==> config.mk <==
export PLATFORM = sky130hd
export DESIGN_NAME = led_pattern_gen
export DESIGN_NICKNAME = d
export VERILOG_FILES = /design/src/rtl/led_pattern_gen.sv
export SDC_FILE = /design/constraint.sdc
export NUM_CORES = 1
export LEC_CHECK = 0
export BUFFER_PORTS_ARGS = -buffer_cell sky130_fd_sc_hd__buf_2
export CAP_MARGIN = 20
export CORE_MARGIN = 3
export CORE_UTILIZATION = 56
export DETAILED_ROUTE_END_ITERATION = 6
export PLACE_DENSITY = 0.78
export SLEW_MARGIN = 10
export SYNTH_ARGS = -nofsm -noshare
export SYNTH_HDL_FRONTEND = slang
export SYNTH_SLANG_ARGS = --single-unit
==> constraint.sdc <==
create_clock -name clk -period 2.6 [get_ports clk]
set_input_delay 0.26 -clock clk [delete_from_list [all_inputs] [get_ports clk]]
set_output_delay 0.26 -clock clk [all_outputs]
set_load 0.1 [all_outputs]
==> src/rtl/led_pattern_gen.sv <==
`default_nettype none
// ============================================================================
// Module      : led_pattern_gen
// Description : Prescaled LED pattern generator (rotate left/right, bounce,
//               blink) with one-cycle preload strobe and tick-aligned step.
// Revision    : 1.0 - initial release
// ============================================================================
module led_pattern_gen #(
    parameter int WIDTH = 16,
    parameter int DIV_W = 32
) (
    input  logic             clk,
    input  logic             rst_n,
    input  logic             en,
    input  logic [DIV_W-1:0] div,
    input  logic [1:0]       mode,
    input  logic             load,
    input  logic [WIDTH-1:0] load_val,
    output logic [WIDTH-1:0] led,
    output logic             step,
    output logic             dir
);

    localparam logic [1:0] c_MODE_ROL   = 2'b00;
    localparam logic [1:0] c_MODE_ROR   = 2'b01;
    localparam logic [1:0] c_MODE_BOUNCE = 2'b10;
    localparam logic [1:0] c_MODE_BLINK = 2'b11;

    localparam logic [DIV_W-1:0] c_CNT_ONE = {{(DIV_W-1){1'b0}}, 1'b1};
    localparam logic [WIDTH-1:0] c_LED_RST = {{(WIDTH-1){1'b0}}, 1'b1};

    logic [DIV_W-1:0] r_cnt;
    logic [WIDTH-1:0] r_led;
    logic             r_dir;
    logic             r_step;

    logic             w_tick;
    logic [DIV_W-1:0] w_cnt_nxt;
    logic [WIDTH-1:0] w_led_nxt;
    logic             w_dir_nxt;

    // The >= compare (rather than ==) lets a lowered div force a prompt tick
    // and keeps the counter from ever wrapping.
    assign w_tick = en && (r_cnt >= div);

    always_comb begin
        w_cnt_nxt = r_cnt;
        if (w_tick) begin
            w_cnt_nxt = '0;
        end else if (en) begin
            w_cnt_nxt = r_cnt + c_CNT_ONE;
        end
    end

    always_comb begin
        w_led_nxt = r_led;
        w_dir_nxt = r_dir;
        if (w_tick) begin
            case (mode)
                c_MODE_ROL: w_led_nxt = {r_led[WIDTH-2:0], r_led[WIDTH-1]};
                c_MODE_ROR: w_led_nxt = {r_led[0], r_led[WIDTH-1:1]};
                c_MODE_BOUNCE: begin
                    // An all-zero pattern has nothing to bounce; keep dir.
                    if (r_led != '0) begin
                        if (!r_dir && r_led[WIDTH-1]) begin
                            w_dir_nxt = 1'b1;
                            w_led_nxt = r_led >> 1;
                        end else if (r_dir && r_led[0]) begin
                            w_dir_nxt = 1'b0;
                            w_led_nxt = r_led << 1;
                        end else if (r_dir) begin
                            w_led_nxt = r_led >> 1;
                        end else begin
                            w_led_nxt = r_led << 1;
                        end
                    end
                end
                c_MODE_BLINK: w_led_nxt = ~r_led;
                default:      w_led_nxt = r_led;
            endcase
        end
    end

    always_ff @(posedge clk) begin
        if (!rst_n) begin
            r_led  <= c_LED_RST;
            r_cnt  <= '0;
            r_dir  <= 1'b0;
            r_step <= 1'b0;
        end else if (load) begin
            r_led  <= load_val;
            r_cnt  <= '0;
            r_dir  <= 1'b0;
            r_step <= 1'b0;
        end else begin
            r_led  <= w_led_nxt;
            r_cnt  <= w_cnt_nxt;
            r_dir  <= w_dir_nxt;
            r_step <= w_tick;
        end
    end

    assign led  = r_led;
    assign step = r_step;
    assign dir  = r_dir;

endmodule
`default_nettype wire

# ---- Word level (Yosys, flattened, before mapping)
# Index checks and enable logic that the tools add are counted.
dict set report classes {
  addsub 1
  n_lt_le_gt_ge 1
  n_eq_ne 4
  mux 9
  n_bitwise 2
  reduce_logical 12
}
# cell count
set ops {}
lappend ops {{$mux W16} 6}
lappend ops {{$pmux W16 S4} 1}
lappend ops {{$add A32 B1 Y32 const B} 1}
lappend ops {{$ge A32 B32 Y1} 1}
lappend ops {{$not A16 Y16} 1}
lappend ops {{$reduce_bool A16 Y1} 1}
lappend ops {{$eq A2 B2 Y1 const B} 2}
lappend ops {{$reduce_and A4 Y1} 1}
lappend ops {{$reduce_bool A2 Y1} 2}
lappend ops {{$logic_and A1 B1 Y1} 3}
lappend ops {{$ne A3 B3 Y1 const B} 1}
lappend ops {{$reduce_or A3 Y1} 1}
lappend ops {{$eq A2 B1 Y1 const B} 1}
lappend ops {{$logic_not A2 Y1} 1}
lappend ops {{$mux W1} 2}
lappend ops {{$reduce_and A2 Y1} 1}
lappend ops {{$reduce_or A2 Y1} 1}
lappend ops {{$logic_not A1 Y1} 1}
lappend ops {{$not A1 Y1} 1}
dict set report totals {
  regBits 50
  in_bits 54
  output_inout_bits 18
  elab_cells 33
}

# ---- Logic depth before layout (Yosys ltp)
dict set report logic_depth {
  depth_word 7
  ltp_mapped 10
  ltp_nobuf 8
}

# ---- Worst setup path before layout
# No wires, ideal clock.
dict set report synth_path {
  kind {flip-flop to flip-flop}
  startpoint {register r_dir (netlist: dir)}
  endpoint {register r_led[10] (netlist: led[10])}
  setup_time_ns 0.131
  arrival_ns 2.306
  required_ns 2.469
  setup_slack_ns 0.163
  path_stages_with_launch 9
  n_path_buf 2
  period_less_slack_ns 2.437
  cell_sequence {dfxtp_1 clkbuf_1 nor2_1 o31a_1 clkbuf_1 a22oi_1 o21ai_0 o2111ai_1 o211ai_1}
}
dict set report synth_via {
  elab_chain_cells 7
  elab_cells_between_ends 10
  cone_classes {7 x mux; 3 x reduce/logical}
}
# element line_no
set synth_rtl {}
lappend synth_rtl {{from (decl)} 34} ;# logic r_dir;
lappend synth_rtl {{from (signal assigned)} 98} ;# r_dir <= w_dir_nxt;
lappend synth_rtl {{$mux W16 (tied with other cells)} 71} ;# end else if (r_dir) begin
lappend synth_rtl {{$mux W16 or $logic_and A1 B1 Y1 (tied branches)} {68, 65}}
lappend synth_rtl {{$mux W16 (*)} 65} ;# if (!r_dir && r_led[WIDTH-1]) begin
lappend synth_rtl {{$mux W16 (*)} 64} ;# if (r_led != '0) begin
lappend synth_rtl {{$pmux W16 S4 (*)} 59} ;# case (mode)
lappend synth_rtl {{$mux W16 (*)} 58} ;# if (w_tick) begin
lappend synth_rtl {{$mux W16 (*)} 90} ;# end else if (load) begin
lappend synth_rtl {{to (signal assigned)} 86} ;# r_led <= c_LED_RST;
lappend synth_rtl {{to (signal assigned)} 91} ;# r_led <= load_val;
lappend synth_rtl {{to (signal assigned)} 96} ;# r_led <= w_led_nxt;
lappend synth_rtl {{to (decl)} 33} ;# logic [WIDTH-1:0] r_led;
# Every way passes the cells marked *; elsewhere a longest branch is shown, timed or not. The select of a mux whose other input is x is not followed.
# A chain may end at the register's enable or synchronous reset.

# ---- Worst setup path after layout
dict set report layout_path {
  startpoint {register r_cnt[0]}
  endpoint {register r_led[15] (netlist: led[15])}
}
dict set report layout_via {
  elab_chain_cells 4
}
# element line_no
set layout_rtl {}
lappend layout_rtl {{from (decl)} 32} ;# logic [DIV_W-1:0] r_cnt;
lappend layout_rtl {{from (signal assigned)} 97} ;# r_cnt <= w_cnt_nxt;
lappend layout_rtl {{$ge A32 B32 Y1} 44} ;# assign w_tick = en && (r_cnt >= div);
lappend layout_rtl {{$logic_and A1 B1 Y1} 44}
lappend layout_rtl {{$reduce_bool A2 Y1 (no line)} --}
lappend layout_rtl {{$reduce_and A2 Y1 (no line)} --}
# Every way passes these cells.

==> impl_summary.txt <==
----------------------------------------------------
[Final layout]
  Area occupied by registers ... 0.001001 mm^2
  Multi-input gate area ... 0.002346 mm^2
  Net count of the finished layout ... 616
  Syn-to-layout area delta ... 16.37%
  Non-filler cells in the finished layout ... 605
  Ant diodes ... 0
  Number of fillers in the final layout ... 521
  Share of post-route cells with drive strength above 1 ... 19.62%

[Worst setup path]
  Setup crit end ... led[15]
  Maximum fanout count along the critical path ... 16
  Setup crit end kind ... flop
  Required time of the critical path ... 2.79 ns
  Arrival time reported for the critical path endpoint ... 2.59 ns
  Reg2Reg Setup Slack ... roughly 0.21 ns
  FF-to-FF End ... led[15]
  Kind of critical path ... reg -> reg
  Critical Path Source Type ... flop
  Worst reg-to-reg path cell count ... 9
  Worst setup path start ... r_cnt[0]
  Worst reg2reg path startpoint ... r_cnt[0]

[Logic synthesis]
  Share of the synthesized area in the top cell type ... approximately 28%
  Proportion of synthesized chip area in sequential cells ... around 28%
  Cell count after synthesis ... 458
  Synth area leaders ... sky130_fd_sc_hd__dfxtp_1 28%, sky130_fd_sc_hd__ha_1 11%, sky130_fd_sc_hd__xnor2_1 4.6%
  Flops & latches, synth ... 50
  Most numerous cell in the Yosys netlist ... sky130_fd_sc_hd__dfxtp_1
  FFs w/ async S/R, synth ... 0%
  Yosys Warn Count ... 0
  Synthesized Nets ... 545
  Post-synthesis instance area ... between 0.003 and 0.004 mm^2
  Most common library cells after synthesis ... 50 x sky130_fd_sc_hd__dfxtp_1, 42 x sky130_fd_sc_hd__inv_1, 33 x sky130_fd_sc_hd__ha_1
  Post-Syn Area per Cell ... 7.942 um^2
  Cell type contributing the most total cell area after synthesis ... sky130_fd_sc_hd__dfxtp_1
  Number of enable-type register cells in the synthesized netlist ... 0
  Top flip-flop cell by instance count after synthesis ... sky130_fd_sc_hd__dfxtp_1
  Post-synth cell types ... between 40 and 50

[Clocking]
  Clock edge transition at the registers on the reported setup and hold paths ... 0.10 ns
  Setup repair bufs after CTS ... 0
  Buffers from clock root to sink, at most ... 2
  Clock root buffer master ... sky130_fd_sc_hd__clkbuf_8
  Hold buffer count at CTS ... 0
  TritonCTS Buffers ... 5
  Clk_lat worst skew ... a little over 0.3 ns
  CTS tree ... done
  # resized after CTS ... 0
  H-Tree Level Count ... 2
  Sinks on Clock Net ... 50

[Floorplan]
  Number of top-level pins ... 72
  Chip Width ... just under 90 um
  Area of the core ... slightly above 0.006 mm^2
  Starting density of the core ... 59.67%
  Die footprint ... 0.007498 mm^2
  Number of cell rows ... 28
  Die extent in y ... 86.59 um

[STA]
  Tightest slew margin relative to the limit ... about 50%
  Final cycle utilization of the critical path ... 92.10%
  Setup skew after layout ... around 0.012 ns
  Setup tns final ... 0 ns
  Fin. max-slew vios ... 0
  Achievable clock frequency ... 0.4176 GHz
  Slew at the pin closest to its max-slew limit ... 0.7587 ns
  Hold violation count in the final report ... 0
  Setup repair after global routing missed its margin ... no
  Final min period ... 2.395 ns
  Number of setup violations in the final report ... 0

[Hold path]
  Type of the tightest min-delay check ... in -> reg
  Hold Startpoint ... load_val[14]

[Global route]
  Initial antenna violation count ... 0
  Maximum number of pins on one net before global-route repair ... 37
  Wire length of the first global-routing pass ... 15200 um
  Via count of the first global-routing pass ... 3434
  Grt ovf ... 0
  All-Layer GR Usage ... 24.43%

[Routing]
  Count of routing violations after the opening detailed-route iteration ... 265
  Antenna-violating nets left ... 0
  Number of design rule violations left after detail routing ... 0
  Total vias in the final route ... 3653
  TritonRoute pass-1 iters ... 5
  WL/cell ... approximately 15 um
  Final wirelength ... 8849 um
  Ratio of routed vias to standard cells ... ~6

[Place]
  Final GP Congestion ... 0.8816
  Number of I/O port buffers ... 71
  Cell total after placement ... 591
  Half-perimeter wire length of the detailed placement result ... 6650 um

[Power]
  Power density of the placed cells ... between 400 and 500 mW/mm^2
  Power consumption ... 1705 uW
  VDD IR-drop max ... 0.0003549 V
  Leakage power ... 0.001785 uW

[Status]
  Result of the run ... completed

[Run]
  Max Cap Violations ... 0

----------------------------------------------------
layer usage:
| layer | global-route usage, % | wire (um) | vias to the layer above |
|---|---|---|---|
| met5 | 0 | 0 | - |
| met1 | 32.10 | 3997 | 1693 |
| met3 | 3.517 | 576 | 10 |
| li1 | - | - | 1823 |
| met4 | 5.666 | 85 | 0 |
| met2 | 42.28 | 4190 | 127 |
worst max-delay path: stages (launching register included):
cell and delay [ns]:
sky130_fd_sc_hd__dfxtp_1 0.34, sky130_fd_sc_hd__inv_1 0.05, sky130_fd_sc_hd__ha_1 0.25, sky130_fd_sc_hd__nand2b_1 0.14
sky130_fd_sc_hd__a2111o_1 0.39, sky130_fd_sc_hd__a32oi_1 0.25, sky130_fd_sc_hd__a21boi_2 0.15, sky130_fd_sc_hd__buf_4 0.16
sky130_fd_sc_hd__o21a_4 0.26, sky130_fd_sc_hd__o311a_1 0.30
state kept, by name (all words and copies together), names as in the netlist:
| name | count |
|---|---|
| led | 16 |
| r_cnt | 32 |
| dir | 1 |
| step | 1 |
kinds of logic after synthesis:
family,count (synthesis),synth area share (%)
flops,50,27.52
compound gates,104,20.16
xor+xnor,28,6.742
buf+inv,71,7.981
fa+ha+maj,33,11.35
simple gates,170,25.66
mux,2,0.5848
worst min path at each step:
stage	to	slack (ns)	depth (start not counted)
2_1_floorplan	led[0]	0.41	2
3_3_place_gp	led[14]	0.50	3
3_5_place_dp	led[14]	0.51	3
4_1_cts	led[14]	0.19	3
5_1_grt	led[0]	0.20	3
6_report	led[14]	0.19	3
final cells by class:
class	count	area share [%]
Clock inverter	3	1.064
Timing Repair Buffer	93	12.30
Tap cell	75	2.217
Clock buffer	5	1.626
Inverter	42	3.724
Multi-Input combinational cell	337	55.42
Sequential cell	50	23.65
cell usage in the layout (no fill, tap or decap), drive strengths merged, types with 3 or more instances in the layout:
cell | netlist | final
ha | 33 | 33
a22oi | 12 | 12
and3 | 7 | 7
a21oi | 19 | 19
and2 | 3 | 3
o2111ai | 14 | 14
xor2 | 9 | 9
nor2 | 20 | 20
nand2 | 24 | 24
or3 | 3 | 3
nor4 | 6 | 6
and4 | 6 | 6
inv | 42 | 42
nand3b | 18 | 18
o211ai | 17 | 17
nand3 | 24 | 24
nand4 | 13 | 13
a21boi | 3 | 3
buf | 9 | 93
xnor2 | 19 | 19
dfxtp | 50 | 50
nand2b | 10 | 10
nor3 | 29 | 29
o21ai | 20 | 20
clkbuf | 20 | 5
o21a | 3 | 3
metrics by stage:
step	cell area, um^2	hold WS (ns)	utilization (%)	worst slack, ns
floorplan	3637	0.4095	-	0.1628
global placement	4074	0.4979	66.83	0.2015
detailed placement	4074	0.5053	66.83	0.1638
CTS	4188	0.1921	68.70	0.1212
global route	4233	0.1991	69.44	0.004028
finish	4233	0.1889	69.44	0.2053
power breakdown:
group / switching (uW) / total [uW] / internal [uW] / leakage, uW
registers: 25.2 / 807 / 781 / 0.000406
clock network: 273 / 560 / 287 / 0.0000504
logic: 231 / 339 / 108 / 0.00133
total: 529 / 1700 / 1180 / 0.00179
Power figures use the tool's default switching activity.
